$ cat src/rtl/req_priority_encoder_pkg.sv
// Shared encodings and width helper for the registered request priority encoder.
package req_priority_encoder_pkg;

  localparam int unsigned PRIO_FIXED = 0;
  localparam int unsigned PRIO_RR    = 1;
  localparam int unsigned CAP_LEVEL  = 0;
  localparam int unsigned CAP_EDGE   = 1;

  // Index width for n request lines.
  function automatic int unsigned idx_width(input int unsigned n);
    return (n < 2) ? 1 : $clog2(n);
  endfunction

endpackage

$ cat src/rtl/req_priority_encoder_if.sv
// Request/grant bundle: capture inputs, valid/ready index output and status.
interface req_priority_encoder_if #(
  parameter int unsigned N = 16
);
  import req_priority_encoder_pkg::*;

  localparam int unsigned W = idx_width(N);

  logic         en;
  logic [N-1:0] req;
  logic [W-1:0] out_idx;
  logic         out_valid;
  logic         out_ready;
  logic         multi;
  logic [N-1:0] pending;

  modport master (
    output en, req, out_ready,
    input  out_idx, out_valid, multi, pending
  );

  modport slave (
    input  en, req, out_ready,
    output out_idx, out_valid, multi, pending
  );

endinterface

$ cat src/rtl/req_priority_encoder_prio_pick_n.sv
// Combinational picker: first set bit searching downward from start, optional
// modulo-N wrap, plus a more-than-one-set flag.
module prio_pick_n
  import req_priority_encoder_pkg::*;
#(
  parameter int unsigned N    = 16,
  parameter int unsigned WRAP = 1
) (
  input  logic [N-1:0]              vec,
  input  logic [idx_width(N)-1:0]   start,
  output logic                      found,
  output logic [idx_width(N)-1:0]   idx,
  output logic                      multi
);

  localparam int unsigned W = idx_width(N);

  // Position visited at search step k.
  function automatic logic [W-1:0] pos_of(input logic [W-1:0] s, input int unsigned k);
    return W'((32'(s) + N - k) % N);
  endfunction

  always_comb begin
    found = 1'b0;
    idx   = '0;
    for (int unsigned k = 0; k < N; k++) begin
      if (!found && ((WRAP != 0) || (k <= 32'(start))) && vec[pos_of(start, k)]) begin
        found = 1'b1;
        idx   = pos_of(start, k);
      end
    end
    multi = ($countones(vec) > 1);
  end

endmodule

$ cat src/rtl/req_priority_encoder.sv
// Registered N-way request priority encoder with pending capture, valid/ready
// grant handshake, fixed or round-robin priority and level or edge capture.
module req_priority_encoder
  import req_priority_encoder_pkg::*;
#(
  parameter int unsigned N         = 16,
  parameter int unsigned RR_MODE   = PRIO_FIXED,
  parameter int unsigned EDGE_MODE = CAP_LEVEL
) (
  input logic                  clk,
  input logic                  rst,
  req_priority_encoder_if.slave bus
);

  localparam int unsigned W = idx_width(N);

  logic [N-1:0] pending_q;
  logic [N-1:0] req_prev_q;
  logic [W-1:0] last_q;
  logic [W-1:0] out_idx_q;
  logic         out_valid_q;
  logic         multi_q;

  logic [N-1:0] cap_c;
  logic [N-1:0] clr_c;
  logic [N-1:0] sel_src_c;
  logic [W-1:0] start_c;
  logic         fire_c;
  logic         hold_c;
  logic         found_c;
  logic [W-1:0] pick_idx_c;
  logic         pick_multi_c;

  // Capture, grant clear and search start; selection sees pending minus this cycle's grant.
  always_comb begin
    cap_c     = (EDGE_MODE == CAP_EDGE) ? (bus.req & ~req_prev_q) : bus.req;
    fire_c    = out_valid_q & bus.out_ready;
    hold_c    = out_valid_q & ~bus.out_ready;
    clr_c     = fire_c ? (N'(1) << out_idx_q) : '0;
    sel_src_c = pending_q & ~clr_c;
    start_c   = W'(N - 1);
    if (RR_MODE == PRIO_RR) begin
      start_c = (last_q == '0) ? W'(N - 1) : (last_q - W'(1));
    end
  end

  prio_pick_n #(
    .N    (N),
    .WRAP ((RR_MODE == PRIO_RR) ? 1 : 0)
  ) u_pick (
    .vec   (sel_src_c),
    .start (start_c),
    .found (found_c),
    .idx   (pick_idx_c),
    .multi (pick_multi_c)
  );

  // New captures OR in after the clear, so a same-cycle re-request stays pending.
  always_ff @(posedge clk or posedge rst) begin
    if (rst) begin
      pending_q   <= '0;
      req_prev_q  <= '0;
      last_q      <= '0;
      out_idx_q   <= '0;
      out_valid_q <= 1'b0;
      multi_q     <= 1'b0;
    end else begin
      req_prev_q <= bus.req;
      pending_q  <= sel_src_c | (bus.en ? cap_c : '0);
      if (fire_c) begin
        last_q <= out_idx_q;
      end
      if (!hold_c) begin
        out_valid_q <= found_c;
        out_idx_q   <= found_c ? pick_idx_c : '0;
        multi_q     <= pick_multi_c;
      end
    end
  end

  assign bus.out_idx   = out_idx_q;
  assign bus.out_valid = out_valid_q;
  assign bus.multi     = multi_q;
  assign bus.pending   = pending_q;

endmodule

$ cat src/flat_wrapper.sv
// flat-port wrapper written by rule: the top's interface ports become plain ports
module req_priority_encoder_flat import req_priority_encoder_pkg::*;
#(
  parameter int unsigned N         = 16,
  parameter int unsigned RR_MODE   = PRIO_FIXED,
  parameter int unsigned EDGE_MODE = CAP_LEVEL
)
  (clk, rst, bus_en, bus_req, bus_out_ready, bus_out_idx, bus_out_valid, bus_multi, bus_pending);
  req_priority_encoder_if #(.N(N)) bus_i ();
  input logic clk;
  input logic rst;
  input wire logic [$bits(bus_i.en)-1:0] bus_en;
  input wire logic [$bits(bus_i.req)-1:0] bus_req;
  input wire logic [$bits(bus_i.out_ready)-1:0] bus_out_ready;
  output wire logic [$bits(bus_i.out_idx)-1:0] bus_out_idx;
  output wire logic [$bits(bus_i.out_valid)-1:0] bus_out_valid;
  output wire logic [$bits(bus_i.multi)-1:0] bus_multi;
  output wire logic [$bits(bus_i.pending)-1:0] bus_pending;
  assign bus_i.en = bus_en;
  assign bus_i.req = bus_req;
  assign bus_i.out_ready = bus_out_ready;
  assign bus_out_idx = bus_i.out_idx;
  assign bus_out_valid = bus_i.out_valid;
  assign bus_multi = bus_i.multi;
  assign bus_pending = bus_i.pending;
  req_priority_encoder #(.N(N), .RR_MODE(RR_MODE), .EDGE_MODE(EDGE_MODE)) u_core (.clk(clk), .rst(rst), .bus(bus_i));
endmodule
$ cat config.mk
export PLATFORM = sky130hd
export DESIGN_NAME = req_priority_encoder_flat
export DESIGN_NICKNAME = d
export VERILOG_FILES = /design/src/rtl/req_priority_encoder_pkg.sv /design/src/rtl/req_priority_encoder_if.sv /design/src/rtl/req_priority_encoder_prio_pick_n.sv /design/src/rtl/req_priority_encoder.sv /design/src/flat_wrapper.sv
export SDC_FILE = /design/constraint.sdc
export NUM_CORES = 1
export LEC_CHECK = 0
export BUFFER_PORTS_ARGS = -buffer_cell sky130_fd_sc_hd__buf_2
export CORE_MARGIN = 4
export CORE_UTILIZATION = 25
export DETAILED_ROUTE_END_ITERATION = 10
export SLEW_MARGIN = 20
export SYNTH_ARGS = -nofsm -noshare
export SYNTH_HDL_FRONTEND = slang
export SYNTH_HIERARCHICAL = 1
export SYNTH_SLANG_ARGS = --single-unit
$ cat constraint.sdc
create_clock -name clk -period 3.93 [get_ports clk]
set_input_delay 0.1965 -clock clk [delete_from_list [all_inputs] [get_ports clk]]
set_output_delay 0.1965 -clock clk [all_outputs]
set_load 0.01 [all_outputs]
==> reports/summary.log, run 1 <==
[sta] unrepaired setup endpoints after global routing yes
[route] routed length per placed instance 18.3 um
[place] count of buffers inserted at the top-level ports 41
[sta] Tightest Pin Transition 0.841 ns
[global_route] global-route wire length before repair 19.9 mm
[critical_path] Cell Chain, Critical Path nand4bb_4 -> o21a_4 -> fa_1 -> inv_1 -> fa_1 -> fa_1 -> fa_1 -> inv_1 -> ha_2 -> inv_2 -> fa_2 -> a211oi_2 -> mux2_4 -> nand3_2 -> nand2_1 -> nand2_1
[global_route] M2 GR Usage 23.7%
[global_route] Remaining Overflow, GRT 0
[route] DRC violation total after the first TritonRoute iteration 294
[synth] sequential cell area fraction in the yosys report 15.2%
[critical_path] delay of the slowest cell on the worst path 0.56 ns
[global_route] global-route layer with the greatest usage met2
[cells_and_area] number of filler instances in the final layout 1468
[floorplan] core region area 0.0140 mm^2
[route] post-route DRC violation count 0
[sta] final setup TNS -0.234 ns
[place] Placer Congestion 0.940
[synth] Synth Instances 407
[cells_and_area] signed area change from the synthesized netlist to the final layout 28.3%
[sta] number of setup violations in the final report 1
[route] ratio of routed vias to standard cells 5.49
[cells_and_area] share of final-layout standard cells stronger than drive strength 1 30.9%
[route] ANT nets after route 0
[floorplan] # IOs 42
[route] Total Wirelength 12.6 mm
[critical_path] Critical Path Source Type flip-flop
[global_route] Tot GR Track Use 14.9%
[flow_run] max cap viols 0
[sta] Clock Skew 0.00145 ns
[synth] synthesized cell area 0.00362 mm^2
[cells_and_area] Final Cell Area 0.00464 mm^2
[critical_path] data required time of the worst path 4.08 ns
[global_route] GR met1 Demand/Resource 21.2%
[run_status] result of the run finished, violations left
[run_status] failing checks setup timing
[place] detailed placement HPWL 9.72 mm
[clocking] H-tree level count 1
[clocking] TritonCTS Sinks 22
[synth] post-synthesis area per instance 8.89 um^2
[critical_path] type of the setup path with the least slack reg -> reg
[sta] Final WS setup -0.234 ns
[power] maximum vdd drop 0.300 mV
[synth] predominant post-synthesis flop cell dfrtp_1
[clocking] clock tree from TritonCTS done
[clocking] TritonCTS buffer count 3
[global_route] via count of the first global-routing pass 3746
[floorplan] standard-cell rows 43
[cells_and_area] fin nets 558
[route] via count 3775
[synth] number of storage elements in the synthesis netlist 22
[synth] number of synthesis warnings 6
[power] static leakage 1.96 nW
[min_path] path class of the lowest-slack min-delay path in -> async
[critical_path] endpoint class of the critical path flip-flop
[critical_path] largest fanout on the critical path 5
[power] power per unit of standard cell area 458 mW/mm^2
[place] dpl ws -0.204 ns
[place] area post-placement 0.00443 mm^2
[floorplan] Die Ht 128 um
[synth] top post-synthesis cells by area dfrtp_1 15%, mux4_2 12%, mux2i_1 8.3%, ha_1 6.6%, fa_1 5.5%
[route] number of iterations in the first detailed-routing pass 5
[clocking] CTS root buf clkbuf_16
[synth] area share of the largest cell type after synthesis 15.2%
[critical_path] highest-delay cell along the critical path fa_1
[floorplan] die span in x 128 um
[clocking] buffer levels on the longest clock path 2
[power] Final Power 0.00213 W
[synth] count of flip-flops with a built-in enable after synthesis 0
[sta] worst slew margin relative to its limit 43.9%
[sta] final hold vios 0
[synth] asr flop ratio synth 100%
[synth] Yosys top cell by area dfrtp_1
[global_route] initial antenna violation count 0
[critical_path] signal arrival time at the worst endpoint 4.32 ns
[sta] fin. max-slew vios 0
[sta] final critical-path required period 4.16 ns
[critical_path] CP most frequent cell fa_1
[floorplan] full die area 0.0165 mm^2
[clocking] clock insertion delay at the later pin of the skew report 0.26 ns
[clocking] CTS clk-pin slew, worst paths 0.06 ns
[sta] final worst-path cycle share 106%
[global_route] pin count of the biggest net entering global routing 25
[synth] Distinct cells, synth 66
[floorplan] Starting Density 25.8%
[sta] Fmax achieved 0.240 GHz
[cells_and_area] antenna diode instance count 0
[global_route] met3 track utilization from global routing 1.38%
-- placed cells by master, fill, tap and decap left out, drive strengths merged, types with 4 or more instances in the layout --
| cell | count |
|---|---|
| buf | 97 |
| nand2 | 34 |
| mux2i | 30 |
| inv | 27 |
| nor2 | 26 |
| dfrtp | 22 |
| nand3 | 21 |
| mux4 | 21 |
| a21o | 20 |
| ha | 19 |
| o21a | 19 |
| conb | 18 |
| o21ai | 15 |
| a21oi | 12 |
| nor2b | 11 |
| fa | 10 |
| nor3 | 9 |
| xnor2 | 7 |
| nand2b | 6 |
| a22oi | 6 |
| nand4 | 5 |
| o22ai | 5 |
| mux2 | 5 |
| nand4b | 4 |
| clkbuf | 4 |
| and2 | 4 |
-- final cells by class --
| class | count | area [um^2] | share of cell area (%) |
|---|---|---|---|
| multi-input cells | 358 | 3050 | 65.7 |
| well taps | 180 | 225 | 4.85 |
| flip-flops and latches | 22 | 552 | 11.9 |
| inverters | 27 | 101 | 2.18 |
| repair buffers | 97 | 626 | 13.5 |
| clock buffers | 4 | 88.8 | 1.91 |
-- where the power goes --
group / internal, W / leakage (nW) / total (W) / switching [W]
Sequential: 0.000264 / 0.216 / 0.000298 / 0.0000333
Clock: 0.000156 / 0.0442 / 0.000240 / 0.0000843
Combinational: 0.000751 / 1.70 / 0.00159 / 0.000837
-- flip-flops by register name (all words and copies together), names as in the netlist --
name / cells
u_core/bus.multi: 1
u_core/bus.out_idx: 4
u_core/bus.out_valid: 1
u_core/bus.pending: 16
-- per-stage QoR --
step	instances	utilization, %	hold slack (ns)
2_1_floorplan	424	-	0.186
3_3_place_gp	677	31.6	0.399
3_5_place_dp	677	31.6	0.406
4_1_cts	683	32.4	0.131
5_1_grt	688	33.0	0.141
6_report	688	33.0	0.0990
-- cells by family after synthesis --
group,after synthesis,share of synthesized area [%]
AND/OR/NAND/NOR,137,19.8
AO/OA/AOI/OAI,110,21.8
multiplexers,56,23.1
buffers and inverters,44,5.19
adder cells (fa/ha/maj),29,12.1
flip-flops,22,15.2
XOR/XNOR,8,2.66
other,1,0.104
-- final timing paths --
check | startpoint | endpoint | slack [ns] | cells past startpoint
max | u_core/bus.out_idx[1] | u_core/bus.multi | -0.23 | 16
min | rst | u_core/bus.pending[12] | 0.1 | 2
max reg2reg | u_core/bus.out_idx[1] | u_core/bus.multi | -0.23 | 16
min reg2reg | u_core/bus.multi | u_core/bus.multi | 0.64 | 2
max in group asynchronous | rst | u_core/bus.out_valid | 3.26 | 2
min in group clk | bus_req[7] | u_core/bus.pending[7] | 0.14 | 2
-- layer usage --
layer,part of all wire [%],wire length [um]
met2,46,5770
met4,2.4,306
met5,0,0
met1,46,5790
met3,5.8,735
-- worst max-delay path: cells and delay by family, from the launching register on --
kind	cells	cell delay, ns
compound gates	2	0.41
fa+ha+maj	6	2.44
buf+inv	3	0.17
flops	1	0.41
mux	1	0.19
simple gates	4	0.45
-- timing repair --
item / CTS / global route
endpoints found under the setup margin: 5 / 5
pin swaps: 4 / 3
resized for setup: 2 / 16
hold buffers: 0 / 0
setup buffers: 2 / 5
-- cells in the mapped netlist (4+ instances only) --
library cell	count
a21o_1	20
dfrtp_1	22
a22oi_1	6
ha_1	19
clkbuf_1	4
mux4_2	19
nand4b_1	4
nand3_1	21
nor2b_1	11
and2_1	4
mux2_2	5
xnor2_1	6
mux2i_1	30
inv_1	25
nor3_1	9
o21ai_0	15
o22ai_1	5
buf_2	9
nand4_1	5
nand2b_1	6
a21oi_1	12
fa_1	10
nor2_1	26
nand2_1	34
o21a_1	19
(Power assumes the default switching activity.)
==> inputs of run 2 (changes only) <==
--- a/config.mk
+++ b/config.mk
@@ -9,6 +9,7 @@
 export CORE_MARGIN = 4
 export CORE_UTILIZATION = 25
 export DETAILED_ROUTE_END_ITERATION = 10
+export GPL_TIMING_DRIVEN = 0
 export SLEW_MARGIN = 20
 export SYNTH_ARGS = -nofsm -noshare
 export SYNTH_HDL_FRONTEND = slang
==> run 2 against run 1 <==
The flow still finishes with violations (setup timing). Sequential share of layout area grew 0.052 points. Routed wire length shrank 4.8%. Cell count shrank 1.7%. Via count shrank 1.6%. Combinational power is essentially flat. Critical endpoint unchanged.
==> reports/summary.log, run 2 (same netlist as run 1, synthesis figures left out) <==
[route] DRC violation total after the first TritonRoute iteration 244 [-17%]
[place] detailed placement HPWL 8.96 mm [-7.8%]
[sta] Fmax achieved 0.235 GHz [-2.3%]
[critical_path] CP most frequent cell fa_1
[run_status] failing checks setup timing
[critical_path] endpoint class of the critical path flip-flop
[min_path] path class of the lowest-slack min-delay path in -> async
[place] Placer Congestion 0.879 [-6.5%]
[place] area post-placement 0.00414 mm^2 [-6.5%]
[clocking] clock insertion delay at the later pin of the skew report 0.25 ns [about the same]
[sta] Final WS setup -0.334 ns [-0.0999 ns]
[sta] final worst-path cycle share 109% [+2.5 points]
[cells_and_area] leading cell types in the layout, fill and taps excluded 49 x buf_2, 32 x nand2_1, 29 x mux2i_1, 26 x buf_4, 25 x nor2_1
[sta] fin. max-slew vios 0 [unchanged]
[sta] final critical-path required period 4.26 ns [+0.0999 ns]
[critical_path] highest-delay cell along the critical path fa_1
[cells_and_area] leading cell type in the layout, fill and taps excluded buf_2
[floorplan] Starting Density 25.8% [unchanged]
[route] post-route DRC violation count 0 [unchanged]
[floorplan] standard-cell rows 43 [unchanged]
[global_route] via count of the first global-routing pass 3700 [-1.2%]
[clocking] CTS clk-pin slew, worst paths 0.06 ns [about the same]
[power] static leakage 1.91 nW [-2.5%]
[route] ratio of routed vias to standard cells 5.50 [+0.16%]
[floorplan] die span in x 128 um [unchanged]
[critical_path] type of the setup path with the least slack reg -> reg
[sta] Tightest Pin Transition 0.842 ns [+0.000960 ns]
[clocking] TritonCTS Sinks 22 [unchanged]
[route] ANT nets after route 0 [unchanged]
[sta] final hold vios 0 [unchanged]
[sta] worst slew margin relative to its limit 43.8% [-0.064 points]
[critical_path] Cell Chain, Critical Path nand4b_1 -> o21a_4 -> fa_1 -> inv_1 -> fa_1 -> fa_1 -> fa_1 -> inv_2 -> ha_4 -> inv_2 -> fa_2 -> a211oi_2 -> mux2_4 -> nand3_4 -> nand2_2 -> nand2_1
[floorplan] core region area 0.0140 mm^2 [unchanged]
[critical_path] delay of the slowest cell on the worst path 0.51 ns [-0.05 ns]
[critical_path] worst-case reg-to-reg path depth 16 [unchanged]
[route] number of iterations in the first detailed-routing pass 5 [unchanged]
[global_route] initial antenna violation count 0 [unchanged]
[clocking] CTS root buf clkbuf_16
[cells_and_area] Final Cell Area 0.00465 mm^2 [+0.24%]
[critical_path] largest fanout on the critical path 6 [+1]
[critical_path] RR Endpoint u_core/bus.multi
[cells_and_area] number of filler instances in the final layout 1436 [-2.2%]
[critical_path] signal arrival time at the worst endpoint 4.41 ns [+0.09 ns]
[clocking] clock tree from TritonCTS done
[floorplan] Die Ht 128 um [unchanged]
[power] maximum vdd drop 0.397 mV [+33%]
[route] Total Wirelength 12.0 mm [-4.8%]
[route] routed length per placed instance 17.8 um [-3.1%]
[critical_path] origin of the critical flop-to-flop path u_core/bus.out_idx[3]
[sta] number of setup violations in the final report 6 [+5]
[cells_and_area] antenna diode instance count 0 [unchanged]
[place] count of buffers inserted at the top-level ports 40 [-2.4%]
[sta] final setup TNS -1.15 ns [-0.914 ns]
[route] via count 3715 [-1.6%]
[power] power per unit of standard cell area 456 mW/mm^2 [-0.35%]
[cells_and_area] signed area change from the synthesized netlist to the final layout 28.6%
[floorplan] full die area 0.0165 mm^2 [unchanged]
[cells_and_area] fin nets 546 [-2.2%]
[global_route] Remaining Overflow, GRT 0 [unchanged]
[global_route] Tot GR Track Use 14.1% [-0.89 points]
[flow_run] max cap viols 0 [unchanged]
[critical_path] data required time of the worst path 4.08 ns [about the same]
[critical_path] Critical Path Source Type flip-flop
[global_route] global-route wire length before repair 18.9 mm [-5.0%]
[cells_and_area] share of final-layout standard cells stronger than drive strength 1 32.1% [+1.2 points]
[place] dpl ws -0.566 ns [-0.362 ns]
[critical_path] setup slack of the most critical reg-to-reg path -0.33 ns [-0.10 ns]
[sta] Clock Skew 0.00140 ns [-0.0000488 ns]
[sta] unrepaired setup endpoints after global routing yes
[floorplan] # IOs 42 [unchanged]
[clocking] H-tree level count 1 [unchanged]
[clocking] buffer levels on the longest clock path 2 [unchanged]
[run_status] result of the run finished, violations left
[clocking] TritonCTS buffer count 3 [unchanged]
[global_route] pin count of the biggest net entering global routing 23 [-8.0%]
[cells_and_area] number of flip-flops under the largest register name 16 [unchanged]
-- run 2: power by group --
part / leakage, nW / internal (W) / switching, W
clock network: 0.0442 / 0.000155 / 0.0000810
registers: 0.213 / 0.000265 / 0.0000334
logic: 1.65 / 0.000734 / 0.000854
-- run 2: how the worst max path moves through the flow --
| stage | startpoint | endpoint | slack [ns] | cells past startpoint |
|---|---|---|---|---|
| 5_1_grt | u_core/bus.out_idx[1] | u_core/bus.multi | -0.47 | 16 |
| 4_1_cts | u_core/bus.out_idx[1] | u_core/bus.multi | -0.41 | 16 |
| 6_report | u_core/bus.out_idx[3] | u_core/bus.multi | -0.33 | 16 |
| 2_1_floorplan | u_core/bus.out_idx[3] | u_core/bus.multi | -0.1 | 16 |
| 3_5_place_dp | u_core/bus.out_idx[3] | u_core/bus.multi | -0.57 | 16 |
| 3_3_place_gp | u_core/bus.out_idx[3] | u_core/bus.multi | -0.52 | 16 |
-- run 2: metrics by stage --
stage	hold WS (ns)	std cells	util, %	total power, W
3_3_place_gp	0.386	644	29.5	0.00157
2_1_floorplan	0.186	424	-	0.00131
3_5_place_dp	0.405	644	29.5	0.00159
4_1_cts	0.139	658	31.1	0.00191
5_1_grt	0.143	676	33.1	0.00232
6_report	0.103	676	33.1	0.00212
-- run 2: critical path: cells and delay by family (launching register included) --
family	cells	cell delay, ns
multiplexers	1	0.18
AND/OR/NAND/NOR	4	0.56
flip-flops	1	0.44
buffers and inverters	3	0.17
AO/OA/AOI/OAI	2	0.46
adder cells (fa/ha/maj)	6	2.34
-- run 2: layout make-up --
class,count,area (um^2),share of cell area [%]
clock buffer,4,88.8,1.91
inverter,27,101,2.18
multi-input combinational,358,3170,68.2
buffer,17,86.3,1.86
sequential,22,556,11.9
timing repair buffer,68,422,9.07
tap,180,225,4.84
-- run 2: routing by layer --
metal,wire length (um),up-vias,global-route usage (%)
met3,1010,23,2.21
li1,-,1689,-
met2,5820,193,23.5
met1,4850,1810,18.3
met5,0,-,0
met4,316,0,5.18
-- run 2: timing repair --
item | in CTS | in global routing
setup buffers | 10 | 19
setup endpoints to repair | 6 | 6
pin swaps | 6 | 23
gates resized for setup | 20 | 33
hold buffers | 0 | 0
